File: config.mk
export PLATFORM = sky130hd
export DESIGN_NAME = icache_fill_responder
export DESIGN_NICKNAME = d
export VERILOG_FILES = /design/src/rtl/icache_fill_responder.sv
export SDC_FILE = /design/constraint.sdc
export NUM_CORES = 1
export LEC_CHECK = 0
export ABC_AREA = 1
export BUFFER_PORTS_ARGS = -buffer_cell sky130_fd_sc_hd__buf_2
export CAP_MARGIN = 20
export CORE_MARGIN = 2
export CORE_UTILIZATION = 30
export CTS_CLUSTER_DIAMETER = 100
export DETAILED_ROUTE_END_ITERATION = 10
export PLACE_DENSITY = 0.6
export SYNTH_ARGS = -nofsm -noshare
export SYNTH_HDL_FRONTEND = slang
export SYNTH_SLANG_ARGS = --single-unit
export TNS_END_PERCENT = 100
File: constraint.sdc
create_clock -name CLK -period 2.77 [get_ports CLK]
set_input_delay 0.831 -clock CLK [delete_from_list [all_inputs] [get_ports CLK]]
set_output_delay 0.831 -clock CLK [all_outputs]
set_load 0.005 [all_outputs]
File: src/rtl/icache_fill_responder.sv
// Instruction-cache fill responder: arbitrates per-core fetch misses round-robin,
// performs one RAM word read per grant and returns the word with a one-cycle
// iwait-low strobe to the requesting core.
//
// state  | meaning
// -------+-----------------------------------------------------------
// IDLE   | no access in flight; grant next requester unless dmem_busy
// ACCESS | ramREN high on the latched address, waiting for ramready
// RESP   | iwait low for the served core, advance round-robin pointer
module icache_fill_responder #(
    parameter int CPUS = 2
) (
    input  logic                 CLK,
    input  logic                 nRST,
    input  logic [CPUS-1:0]      iREN,
    input  logic [32*CPUS-1:0]   iaddr,
    output logic [CPUS-1:0]      iwait,
    output logic [32*CPUS-1:0]   iload,
    output logic                 ramREN,
    output logic [31:0]          ramaddr,
    input  logic [31:0]          ramload,
    input  logic                 ramready,
    input  logic                 dmem_busy
);

    localparam int PW = (CPUS > 1) ? $clog2(CPUS) : 1;

    typedef enum logic [1:0] {
        IDLE   = 2'd0,
        ACCESS = 2'd1,
        RESP   = 2'd2
    } state_t;

    state_t        state;
    state_t        state_next;
    logic [PW-1:0] rr_ptr;
    logic [PW-1:0] core_id;
    logic [PW-1:0] grant_id;
    logic          grant_valid;
    logic [PW:0]   cand;
    logic [31:0]   grant_addr;
    logic          grant_take;

    // Round-robin search: first requester at or above rr_ptr, wrapping mod CPUS.
    always_comb begin
        grant_valid = 1'b0;
        grant_id    = '0;
        cand        = '0;
        for (int i = 0; i < CPUS; i++) begin
            cand = {1'b0, rr_ptr} + (PW+1)'(i);
            if (cand >= (PW+1)'(CPUS)) begin
                cand = cand - (PW+1)'(CPUS);
            end
            if (!grant_valid && iREN[cand[PW-1:0]]) begin
                grant_valid = 1'b1;
                grant_id    = cand[PW-1:0];
            end
        end
    end

    // Select the granted core's fetch address.
    always_comb begin
        grant_addr = '0;
        for (int c = 0; c < CPUS; c++) begin
            if (grant_id == PW'(c)) begin
                grant_addr = iaddr[32*c +: 32];
            end
        end
    end

    assign grant_take = (state == IDLE) && !dmem_busy && grant_valid;

    // State register; reset aborts any in-flight access.
    always_ff @(posedge CLK or negedge nRST) begin
        if (!nRST) begin
            state <= IDLE;
        end else begin
            state <= state_next;
        end
    end

    // Next-state logic; an access, once started, always runs to its response.
    always_comb begin
        state_next = state;
        case (state)
            IDLE:    if (grant_take) state_next = ACCESS;
            ACCESS:  if (ramready)   state_next = RESP;
            RESP:    state_next = IDLE;
            default: state_next = IDLE;
        endcase
    end

    // Registered outputs: RAM request, returned data, wait strobe, rr pointer.
    always_ff @(posedge CLK or negedge nRST) begin
        if (!nRST) begin
            rr_ptr  <= '0;
            core_id <= '0;
            iwait   <= '1;
            iload   <= '0;
            ramREN  <= 1'b0;
            ramaddr <= '0;
        end else begin
            case (state)
                IDLE: begin
                    if (grant_take) begin
                        core_id <= grant_id;
                        ramaddr <= grant_addr;
                        ramREN  <= 1'b1;
                    end
                end
                ACCESS: begin
                    if (ramready) begin
                        ramREN <= 1'b0;
                        for (int c = 0; c < CPUS; c++) begin
                            if (core_id == PW'(c)) begin
                                iload[32*c +: 32] <= ramload;
                                iwait[c]          <= 1'b0;
                            end
                        end
                    end
                end
                RESP: begin
                    iwait  <= '1;
                    rr_ptr <= (core_id == PW'(CPUS-1)) ? '0 : core_id + PW'(1);
                end
                default: begin
                    iwait  <= '1;
                    ramREN <= 1'b0;
                end
            endcase
        end
    end

endmodule
# Yosys cells after proc, flatten, opt, wreduce, memory -nomap -nowiden
# Index checks and enable logic that the tools add are counted.
[word_totals]
register_bits = 103
inputBits = 102
elab_cells = 61
[op_classes]
addsub = 4
n_lt_le_gt_ge = 4
n_eq_ne = 6
muxes = 22
n_bitwise = 3
n_reduce_logical = 13
[ops]
columns = ["operator", "count"]
rows = [
  ["$mux W32", 1],
  ["$mux W1", 15],
  ["$reduce_and A3 Y1", 5],
  ["$ne A2 B2 Y1 const B", 4],
  ["$pmux W2 S2", 2],
  ["$mux W2", 3],
  ["$lt A1 B2 Y1 const B", 2],
  ["$reduce_and A2 Y1", 2],
  ["$logic_and A1 B1 Y1", 3],
  ["$not A1 Y1", 3],
  ["$pmux W1 S3", 1],
  ["$add A1 B1 Y2 const B", 1],
  ["$eq A2 B1 Y1 const B", 1],
  ["$eq A2 B2 Y1 const B", 1],
  ["$ge A1 B2 Y1 const B", 1],
  ["$ge A2 B2 Y1 const B", 1],
  ["$logic_not A1 Y1", 2],
  ["$logic_not A2 Y1", 1],
  ["$sub A1 B1 Y1 const B", 2],
  ["$add A1 B1 Y1 const B", 1],
]

# Depth between registers and ports, before layout
[logic_depth]
depth_word = 11
ltp_mapped = 7
depth_no_buf = 6

# Least setup slack after synthesis
# Ideal clock, no wire load.
[synth_timing]
kind = "input to register"
startpoint = "input iREN[1]"
endpoint = "register state[0]"
setup_time_ns = 0.127
t_arrival_ns = 1.495
required_time_ns = 2.643
path_slack_ns = 1.148
cell_stages = 6
n_path_buf = 2
cell_sequence = "buf_2 nor2_2 nor2_1 nand2_2 buf_4 o21ai_0"
[synth_between]
elab_chain_cells = 9
[synth_lines]
columns = ["item", "line_no", "source"]
rows = [
  ["start: declaration", "15", "input logic [CPUS-1:0] iREN,"],
  ["$mux W1 (implied by the code) (2 in series)", "54", "if (!grant_valid && iREN[cand[PW-1:0]]) begin"],
  ["$mux W1", "54", ""],
  ["$logic_not A1 Y1", "54", ""],
  ["$logic_and A1 B1 Y1", "54", ""],
  ["$mux W1 (*)", "54", ""],
  ["$logic_and A1 B1 Y1 (*)", "71", "assign grant_take = (state == IDLE) && !dmem_busy && grant_valid;"],
  ["$ne A2 B2 Y1 (no line) (*)", "-", ""],
  ["$reduce_and A2 Y1 (no line) (*)", "-", ""],
  ["end signal: assignment", "78", "state <= state_next;"],
  ["end: declaration", "34", "state_t state;"],
]
# Mark *: on every way between the ends. The rest lies on a longest branch, timed or not. The select of a mux whose other input is x is not followed.
# A chain may end at the register's enable or synchronous reset.

# Worst setup path in the final report
[layout_timing]
startpoint = "register iwait[1]"
endpoint = "output iwait[1]"
[layout_rtl]
columns = ["item", "line_no", "source"]
rows = [
  ["start: declaration", "17", "output logic [CPUS-1:0] iwait,"],
  ["start signal: assignment", "98", "iwait <= '1;"],
  ["start signal: indexed assignment", "117", "iwait[c] <= 1'b0;"],
  ["start signal: assignment", "123", "iwait <= '1;"],
]
# No word-level cell between the ends.

==> out/results.txt <==
Outcome: complete, no violations
Hpwl dp: 8310 um
Layout Skew: 0.00568 ns
Beginning of the critical path: iwait[1]
Crit path max-delay family: flip-flops
DRC Markers: 0
CTS root buf: clkbuf_16
RSZ-0062 raised after global routing: false
Worst-margin pin slew: 0.687 ns
Chip height: 127 um
Antenna viol nets, final: 0
Post-Place Cells: 910
Synthesized area per cell: 8.27 sq um
Initial Util: 0.309
FF-to-FF path depth: 6
H-tree depth: 3
Chip Width: 127 um
Final Max Tran Viols: 0
CP Depth: 1
GRT overflow: 0
NetSw: 1.89 mW
Yosys warnings: 0
Share of cells above drive strength 1: 0.311
First-pass GRT wire length: 19,800 um
Commonest non-fill, non-tap cells in the layout: 199 x buf_2, 170 x nand2_1, 101 x inv_1, 101 x dfrtp_1
Final Setup Violations: 0
Register area share after synthesis: 0.569
Crit end category: output pin
PD cells: 942 mW/mm^2
Flop-to-flop setup slack: 1.23 ns
TNS Setup: 0 ns
Slew Limit Headroom: 0.542
DRT Wirelength: 12,000 um
Routability cong.: 0.811
CTS Buf Count: 9
Max-Cap Viols: 0
DR WL met3: 615 um
Critical-path top delay cell: dfstp_2
First-pass iteration count of the detailed router: 4
Postcts setup bufs: 0
Cell-internal power: 3.73 mW
WHS Path Cells: 2
Crit path kind: reg -> out
Critical R2R Launch: state[1]
Critical Path Fanout Max: 2
Sequential power share: 0.448
Clock sink total: 103
Critical R2R Capture: iload[57]
Post-cts resize count: 0
WP buf/inv: 1
Synthesized Nets: 650
Layout Cells excl Fill: 926
Vias in the first global route: 4,078
Top layer in use: met4
Cell area after placement: 0.00566 sq mm
Final worst path period share: 0.652
Leakage power: 3.58 nW
Peak supply drop: 0.540 mV
Vias per inst: 4.37
Combinational share of power: 0.322
Synthesized area: 0.00453 sq mm
Worst endpoint required time: 1.94 ns
GRT Overall Usage: 0.154
Clock Path Buffers: 2
Via count: 4,048
Final instance area: 0.00596 sq mm
Die area: 0.0161 sq mm
Worst-path clk slew: 0.07 ns
Synth Instances: 548
Clock Power Share: 0.230
Arrival @ worst endpoint: 0.98 ns
Metal-1 WL: 5510 um
Overall power: 5.61 mW
CP endpoint: iwait[1]
Hold buffer count at CTS: 0
DR WL met2: 5570 um
CP max stage delay: 0.53 ns
Worst skew pair latency: 0.35 ns
Unique masters post-synth: 19
Initial DRC Count: 211
CP Launch Type: flip-flop
Initial antenna violation count: 0
DR WL/cell: 12.9 um
TritonCTS clock tree: yes
IO Port Bufs: 200
IO Pins: 201
Area Overhead vs Synth: 31.6%
Largest net degree at the start of global routing: 104
Fmax: 0.554 GHz
Worst hold path class: reg -> reg
Final Hold Viols: 0
Net Sw Frac: 0.336
N_diodes: 0
CP Cell Sequence: buf_2
Min cycle time layout: 1.81 ns
Post-synthesis register bit count: 103
Area of the core: 0.0146 sq mm
Nets: 839
FP Rows: 44
Most common cell after layout, fill and taps aside: buf_2
-- power groups by stage --
stage	clock network (mW)	logic [mW]	registers, mW
floorplan	0	0.820	2.58
global placement	0	1.81	2.53
detailed placement	0	1.85	2.53
CTS	1.34	1.85	2.52
global route	1.39	2.09	2.62
finish	1.29	1.81	2.52
-- how the worst min path moves through the flow --
| stage | start | to | slack, ns |
|---|---|---|---|
| after floorplan | iwait[0] | iwait[0] | 0.46 |
| after global placement | ramaddr[4] | ramaddr[4] | 0.46 |
| after detailed placement | ramaddr[19] | ramaddr[19] | 0.46 |
| after CTS | ramaddr[8] | ramaddr[8] | 0.48 |
| after global routing | iwait[1] | iwait[1] | 0.50 |
| final | ramaddr[15] | ramaddr[15] | 0.47 |
-- metrics by stage --
step / worst slack (ns) / util / hold WS [ns]
after floorplan: 1.15 / - / 0.463
after global placement: 0.769 / 0.387 / 0.458
after detailed placement: 0.719 / 0.387 / 0.463
after CTS: 0.939 / 0.407 / 0.483
after global routing: 0.930 / 0.407 / 0.505
final: 0.964 / 0.407 / 0.474
-- cell usage after synthesis --
master	number	area [sq um]
dfrtp_1	101	2530
inv_1	101	379
nand2_4	2	22.5
a31oi_1	1	6.26
dfstp_2	2	52.6
buf_2	10	50.1
o21ai_0	5	25.0
buf_4	9	67.6
nand2_2	2	12.5
nor2_1	3	11.3
inv_2	1	3.75
o21ai_1	64	320
buf_6	3	33.8
nor2_2	2	12.5
a21oi_1	1	5.00
nor2_8	1	20.0
nand2_1	170	638
nand3_1	64	320
clkbuf_1	6	22.5
-- kinds of logic after synthesis --
kind of cell	share of synthesized area
buf+inv	0.123
compound gates	0.0787
simple gates	0.229
flops	0.569
-- sequential cells by signal, indices dropped and copies added, names as in the netlist --
signal and flops:
state 2, ramaddr 32, iwait 2, iload 64
ramREN 1, rr_ptr 1, core_id 1
-- per-layer routing --
metal  track usage  vias to the layer above
met5             0                        -
met4        0.0621                        0
met2         0.249                      120
met1         0.200                     1859
met3        0.0371                       21
li1              -                     2048
-- final cells by class --
cell class,count,area [sq um]
Clock buffer,11,243
Timing Repair Buffer,206,1070
Inverter,102,383
Sequential cell,103,2580
Clock inverter,5,57.6
Fill cell,1560,8680
Tap cell,184,230
Multi-Input combinational cell,315,1390
(Power assumes the default switching activity.)
